<file path="config.mk">
export PLATFORM = sky130hd
export DESIGN_NAME = mem_sram_ctrl
export DESIGN_NICKNAME = d
export VERILOG_FILES = /design/src/rtl/mem_sram_ctrl_pkg.sv /design/src/rtl/sram_phase_counter.sv /design/src/rtl/mem_sram_ctrl.sv
export SDC_FILE = /design/constraint.sdc
export NUM_CORES = 1
export LEC_CHECK = 0
export BUFFER_PORTS_ARGS = -buffer_cell sky130_fd_sc_hd__buf_2
export CAP_MARGIN = 20
export CORE_MARGIN = 4
export CORE_UTILIZATION = 51
export CTS_BUF_LIST = sky130_fd_sc_hd__clkbuf_2 sky130_fd_sc_hd__clkbuf_4 sky130_fd_sc_hd__clkbuf_8
export DETAILED_ROUTE_END_ITERATION = 8
export PLACE_DENSITY = 0.85
export RECOVER_POWER = 50
export SLEW_MARGIN = 0
export SYNTH_ARGS = -nofsm -noshare
export SYNTH_HDL_FRONTEND = slang
export SYNTH_SLANG_ARGS = --single-unit
</file>
<file path="constraint.sdc">
create_clock -name clk -period 2.15 [get_ports clk]
set_clock_uncertainty 0.1 [all_clocks]
set_input_delay 0 -clock clk [delete_from_list [all_inputs] [get_ports clk]]
set_output_delay 0 -clock clk [all_outputs]
set_load 0.02 [all_outputs]
</file>
<file path="src/rtl/mem_sram_ctrl_pkg.sv">
// Shared MEM-stage definitions: SRAM controller FSM states and default base address.
// Also imported by the MEM-stage register and the hazard unit.
package mem_sram_ctrl_pkg;

    typedef enum logic [2:0] {
        IDLE,
        WR_LO,
        WR_HI,
        RD_LO,
        RD_HI,
        DONE
    } sram_state_t;

    localparam logic [31:0] SRAM_BASE_ADDR = 32'd1024;

endpackage

</file>
<file path="src/rtl/sram_phase_counter.sv">
// Counts 0..WAIT_CYCLES-1 while enabled; last flags the final cycle of a phase.
// Wraps to 0 after last so back-to-back phases each get a full count.
module sram_phase_counter #(
    parameter int unsigned WAIT_CYCLES = 2
) (
    input  logic clk,
    input  logic rst,
    input  logic en,
    input  logic clear,
    output logic last
);

    localparam int unsigned CW = (WAIT_CYCLES > 1) ? $clog2(WAIT_CYCLES) : 1;

    logic [CW-1:0] cnt;

    assign last = en && (cnt == CW'(WAIT_CYCLES - 1));

    always_ff @(posedge clk) begin
        if (rst || clear) begin
            cnt <= '0;
        end else if (en) begin
            cnt <= last ? '0 : cnt + CW'(1);
        end
    end

endmodule

</file>
<file path="src/rtl/mem_sram_ctrl.sv">
// Memory-stage controller: 32-bit loads/stores as two half-word accesses to a
// 16-bit asynchronous SRAM, freezing the pipeline while an access is in flight.
module mem_sram_ctrl
    import mem_sram_ctrl_pkg::*;
#(
    parameter int unsigned WAIT_CYCLES = 2,
    parameter logic [31:0] BASE_ADDR   = SRAM_BASE_ADDR,
    parameter int unsigned SRAM_AW     = 18
) (
    input  logic               clk,
    input  logic               rst,
    input  logic               mem_read_enable,
    input  logic               mem_write_enable,
    input  logic [31:0]        alu_out,
    input  logic [31:0]        Val_Rm,
    output logic [31:0]        rdata,
    output logic               ready,
    output logic               freeze,
    output logic [SRAM_AW-1:0] sram_addr,
    output logic [15:0]        sram_dq_out,
    output logic               sram_dq_oe,
    input  logic [15:0]        sram_dq_in,
    output logic               sram_we_n
);

    sram_state_t        state;
    logic [SRAM_AW-2:0] wa;
    logic [SRAM_AW-2:0] wa_q;
    logic [15:0]        data_hi_q;
    logic               req;
    logic               in_phase;
    logic               last;

    assign req      = mem_read_enable | mem_write_enable;
    assign in_phase = state inside {WR_LO, WR_HI, RD_LO, RD_HI};
    assign ready    = (state == DONE) | ((state == IDLE) & ~req);
    assign freeze   = req & ~ready;

    // Modulo-2^32 offset, word index truncated to the SRAM word space.
    assign wa = (SRAM_AW-1)'((alu_out - BASE_ADDR) >> 2);

    sram_phase_counter #(
        .WAIT_CYCLES(WAIT_CYCLES)
    ) u_phase_cnt (
        .clk  (clk),
        .rst  (rst),
        .en   (in_phase),
        .clear(~in_phase),
        .last (last)
    );

    // Word address and upper store half are latched at accept so the
    // second phase is unaffected if the pipeline drops its request early.
    always_ff @(posedge clk) begin
        if (rst) begin
            state       <= IDLE;
            rdata       <= '0;
            sram_we_n   <= 1'b1;
            sram_dq_oe  <= 1'b0;
            sram_addr   <= '0;
            sram_dq_out <= '0;
            wa_q        <= '0;
            data_hi_q   <= '0;
        end else begin
            unique case (state)
                IDLE: begin
                    if (mem_write_enable) begin
                        state       <= WR_LO;
                        wa_q        <= wa;
                        data_hi_q   <= Val_Rm[31:16];
                        sram_addr   <= {wa, 1'b0};
                        sram_dq_out <= Val_Rm[15:0];
                        sram_dq_oe  <= 1'b1;
                        sram_we_n   <= 1'b0;
                    end else if (mem_read_enable) begin
                        state     <= RD_LO;
                        wa_q      <= wa;
                        sram_addr <= {wa, 1'b0};
                    end
                end
                WR_LO: begin
                    if (last) begin
                        state       <= WR_HI;
                        sram_addr   <= {wa_q, 1'b1};
                        sram_dq_out <= data_hi_q;
                    end
                end
                WR_HI: begin
                    if (last) begin
                        state      <= DONE;
                        sram_we_n  <= 1'b1;
                        sram_dq_oe <= 1'b0;
                    end
                end
                RD_LO: begin
                    if (last) begin
                        state       <= RD_HI;
                        rdata[15:0] <= sram_dq_in;
                        sram_addr   <= {wa_q, 1'b1};
                    end
                end
                RD_HI: begin
                    if (last) begin
                        state        <= DONE;
                        rdata[31:16] <= sram_dq_in;
                    end
                end
                DONE: begin
                    state <= IDLE;
                end
                default: begin
                    state <= IDLE;
                end
            endcase
        end
    end

endmodule

</file>
==> run metrics <==
status=finished, final reports clean; # rows=32; post-synthesis register bit count=between 100 and 150; asr flop ratio synth=0%; Final ANT Viol Nets=0; final setup violating endpoints=0; Initial Util=53.3%; largest net degree at the start of global routing=68; Clock Pin Slew Worst Setup and Hold Paths=0.10 ns; FMAX=512 MHz; total negative slack=0 ns; Max Cap Viol=0; Port Buffers=138; Area Overhead vs Synth=38.4%; io pins=approximately 150; core area=0.00785 sq mm; Net Sw Frac=32.8%; drt total wl=12,300 um; Clock power frac=25.6%; period utilization=90.9%; type of the most critical hold path=in -> reg; ys flop type=dfxtp_1; Avg Vias per Cell=5.40; critical path class=reg -> reg; internal power=3.31 mW; Fillers=615; Seq pwr share=46.7%; gate count after technology mapping=roughly 520; unrepaired setup endpoints after global routing=no; Slew headroom=approximately half; worst endpoint required time=2.34 ns; first-pass GRT wire length=20,000 um; gr ovfl total=0; Slew @ Worst Pin=roughly 0.75 ns; Worst Path Arrival=2.15 ns; static leakage=about 2.2 nW; Die H=98.6 um; Comb power frac=27.7%; diodes inserted=0; Synth cell types=42; DR iter-0 viols=255; Multi-input gate area=0.00193 sq mm; chip width=98.6 um; CTS tree=built; CTS Buf Count=9; Placer Congestion=between 0.8 and 0.9; Total GRT Usage=24.6%; Seq/Total Area, Yosys=roughly half; vias in the first global route=4,258; initial antenna violation count=0; crit path cell chain=buf_4 > nor2_1 > and3_1 > clkbuf_1 > nand2_1 > a21oi_1; Pwr Density=between 800 and 900 mW/mm^2; hold_ws=about 0.068 ns; DIE AREA=0.00972 sq mm; Sequential cell area=0.00210 sq mm; Setup crit start kind=register; Placed Area=approximately 0.0050 sq mm; cell area after layout=0.00579 sq mm; crit path capture type=register; wire length per cell=15.0 um; Mapped Area=0.00419 sq mm; Post-CTS Setup Inserts=0; via count=about 4,400; DR pass1 iterations=5; worst-path fanout max=16; nets=around 800; Root Buffer=clkbuf_8; crit path time final=1.95 ns; maximum VDD drop=about 0.00054 V; Synth Warn #=0; Post-synth EDFFs=0; clk_lat worst skew=0.36 ns; Final Max Tran Viols=0; Worst path slowest cell=clkbuf_1; Max clock buf depth=2; switching power=about 1.6 mW; share of cells above drive strength 1=~15%; Synthesized Nets=601; hpwl dp=7460 um; Residual DRC=0; final hold violation count=0; htree depth=3; CP max stage delay=roughly 0.57 ns; Clock Sinks=105; Post-Syn Area per Cell=slightly above 8 sq um; final core occ=73.8%
## metrics by stage
stage / worst slack, ns / total power, mW / instances
after floorplan: 0.412 / 3.20 / 516
after global placement: 0.312 / 3.57 / 737
after detailed placement: 0.278 / 3.62 / 737
after CTS: 0.229 / 4.97 / 820
after global routing: 0.0452 / 5.19 / 820
final: 0.196 / 4.92 / 820
## layer usage
layer	routed length, um	track usage [%]	vias to the layer above
met5	0	0	-
met4	272	8.51	0
met3	753	4.81	27
met2	6170	43.3	168
met1	5090	30.1	2083
li1	-	-	2151
## state kept, by name, indices dropped and copies added (netlist names)
signal and cells:
sram_addr 18, sram_we_n 1, sram_dq_out 16, rdata 32, state 3, sram_dq_oe 1
wa_q 17, data_hi_q 16, u_phase_cnt.cnt 1
## final cells by class
| type | instances | area share, % |
|---|---|---|
| Inverter | 2 | 0.130 |
| Multi-Input combinational cell | 371 | 33.3 |
| Tap cell | 102 | 2.20 |
| Timing Repair Buffer | 224 | 24.4 |
| Sequential cell | 105 | 36.3 |
| Clock inverter | 4 | 0.885 |
| Clock buffer | 12 | 2.74 |
## cell families after synthesis
| logic type | Yosys count | synth area share [%] |
|---|---|---|
| XOR/XNOR | 7 | 1.46 |
| adder cells (fa/ha/maj) | 1 | 0.299 |
| buffers and inverters | 40 | 3.91 |
| flip-flops | 105 | 50.2 |
| multiplexers | 17 | 4.06 |
| AO/OA/AOI/OAI | 121 | 17.8 |
| AND/OR/NAND/NOR | 225 | 22.3 |
## power groups by stage
stage | sequential (mW) | clock (mW) | combinational (mW)
floorplan | 2.50 | 0 | 0.701
global placement | 2.32 | 0 | 1.25
detailed placement | 2.33 | 0 | 1.29
CTS | 2.29 | 1.29 | 1.38
global route | 2.32 | 1.37 | 1.50
finish | 2.30 | 1.26 | 1.36
## cell usage after synthesis (3+ instances only)
master	instances	area [sq um]
nor3_1	4	20.0
a21oi_1	68	340
xnor2_1	5	43.8
nand4b_1	3	26.3
a211oi_1	26	195
a311oi_1	8	70.1
clkbuf_1	30	113
dfxtp_1	105	2100
o211ai_1	6	45.0
mux2i_1	17	170
nor2_1	51	191
buf_2	5	25.0
nand3b_1	4	30.0
nand2_1	145	544
nand3_1	4	20.0
## worst paths after layout
path,start,end,slack [ns],depth (start not counted)
worst max register to register,state[1],rdata[30],0.20,6
worst min-delay path,rst,state[2],0.07,2
worst max-delay path,state[1],rdata[30],0.20,6
worst min register to register,sram_addr[11],sram_addr[11],0.36,2
## cell usage in the layout (no fill, tap or decap), drive strengths merged, types with 2 or more instances in the layout
cell type / Yosys / routed
nand2: 145 / 145
dfxtp: 105 / 105
buf: 8 / 87
clkbuf: 30 / 82
a21oi: 68 / 68
dlygate4sd3: 0 / 67
nor2: 52 / 52
a211oi: 26 / 26
mux2i: 17 / 17
a311oi: 8 / 8
o211ai: 6 / 6
xnor2: 5 / 5
nand3: 4 / 4
nand3b: 4 / 4
nor3: 4 / 4
o21ai: 4 / 4
nand4b: 3 / 3
inv: 2 / 2
xor2: 2 / 2
or3: 2 / 2
a211o: 2 / 2
nor3b: 2 / 2
clkinv: 0 / 2
## worst max-delay path: cells and delay by family (launching register included)
family / cells / cell delay, ns
AOI/OAI and AO/OA: 1 / 0.17
buffers and inverters: 2 / 0.76
DFF: 1 / 0.33
and+or+nand+nor: 3 / 0.54
## timing repair
| action | in CTS | in global routing |
|---|---|---|
| resized for setup | 0 | 0 |
| hold buffers | 67 | 0 |
| hold endpoints to repair | 95 | 0 |
No activity file was read; power rests on OpenSTA's default activity.
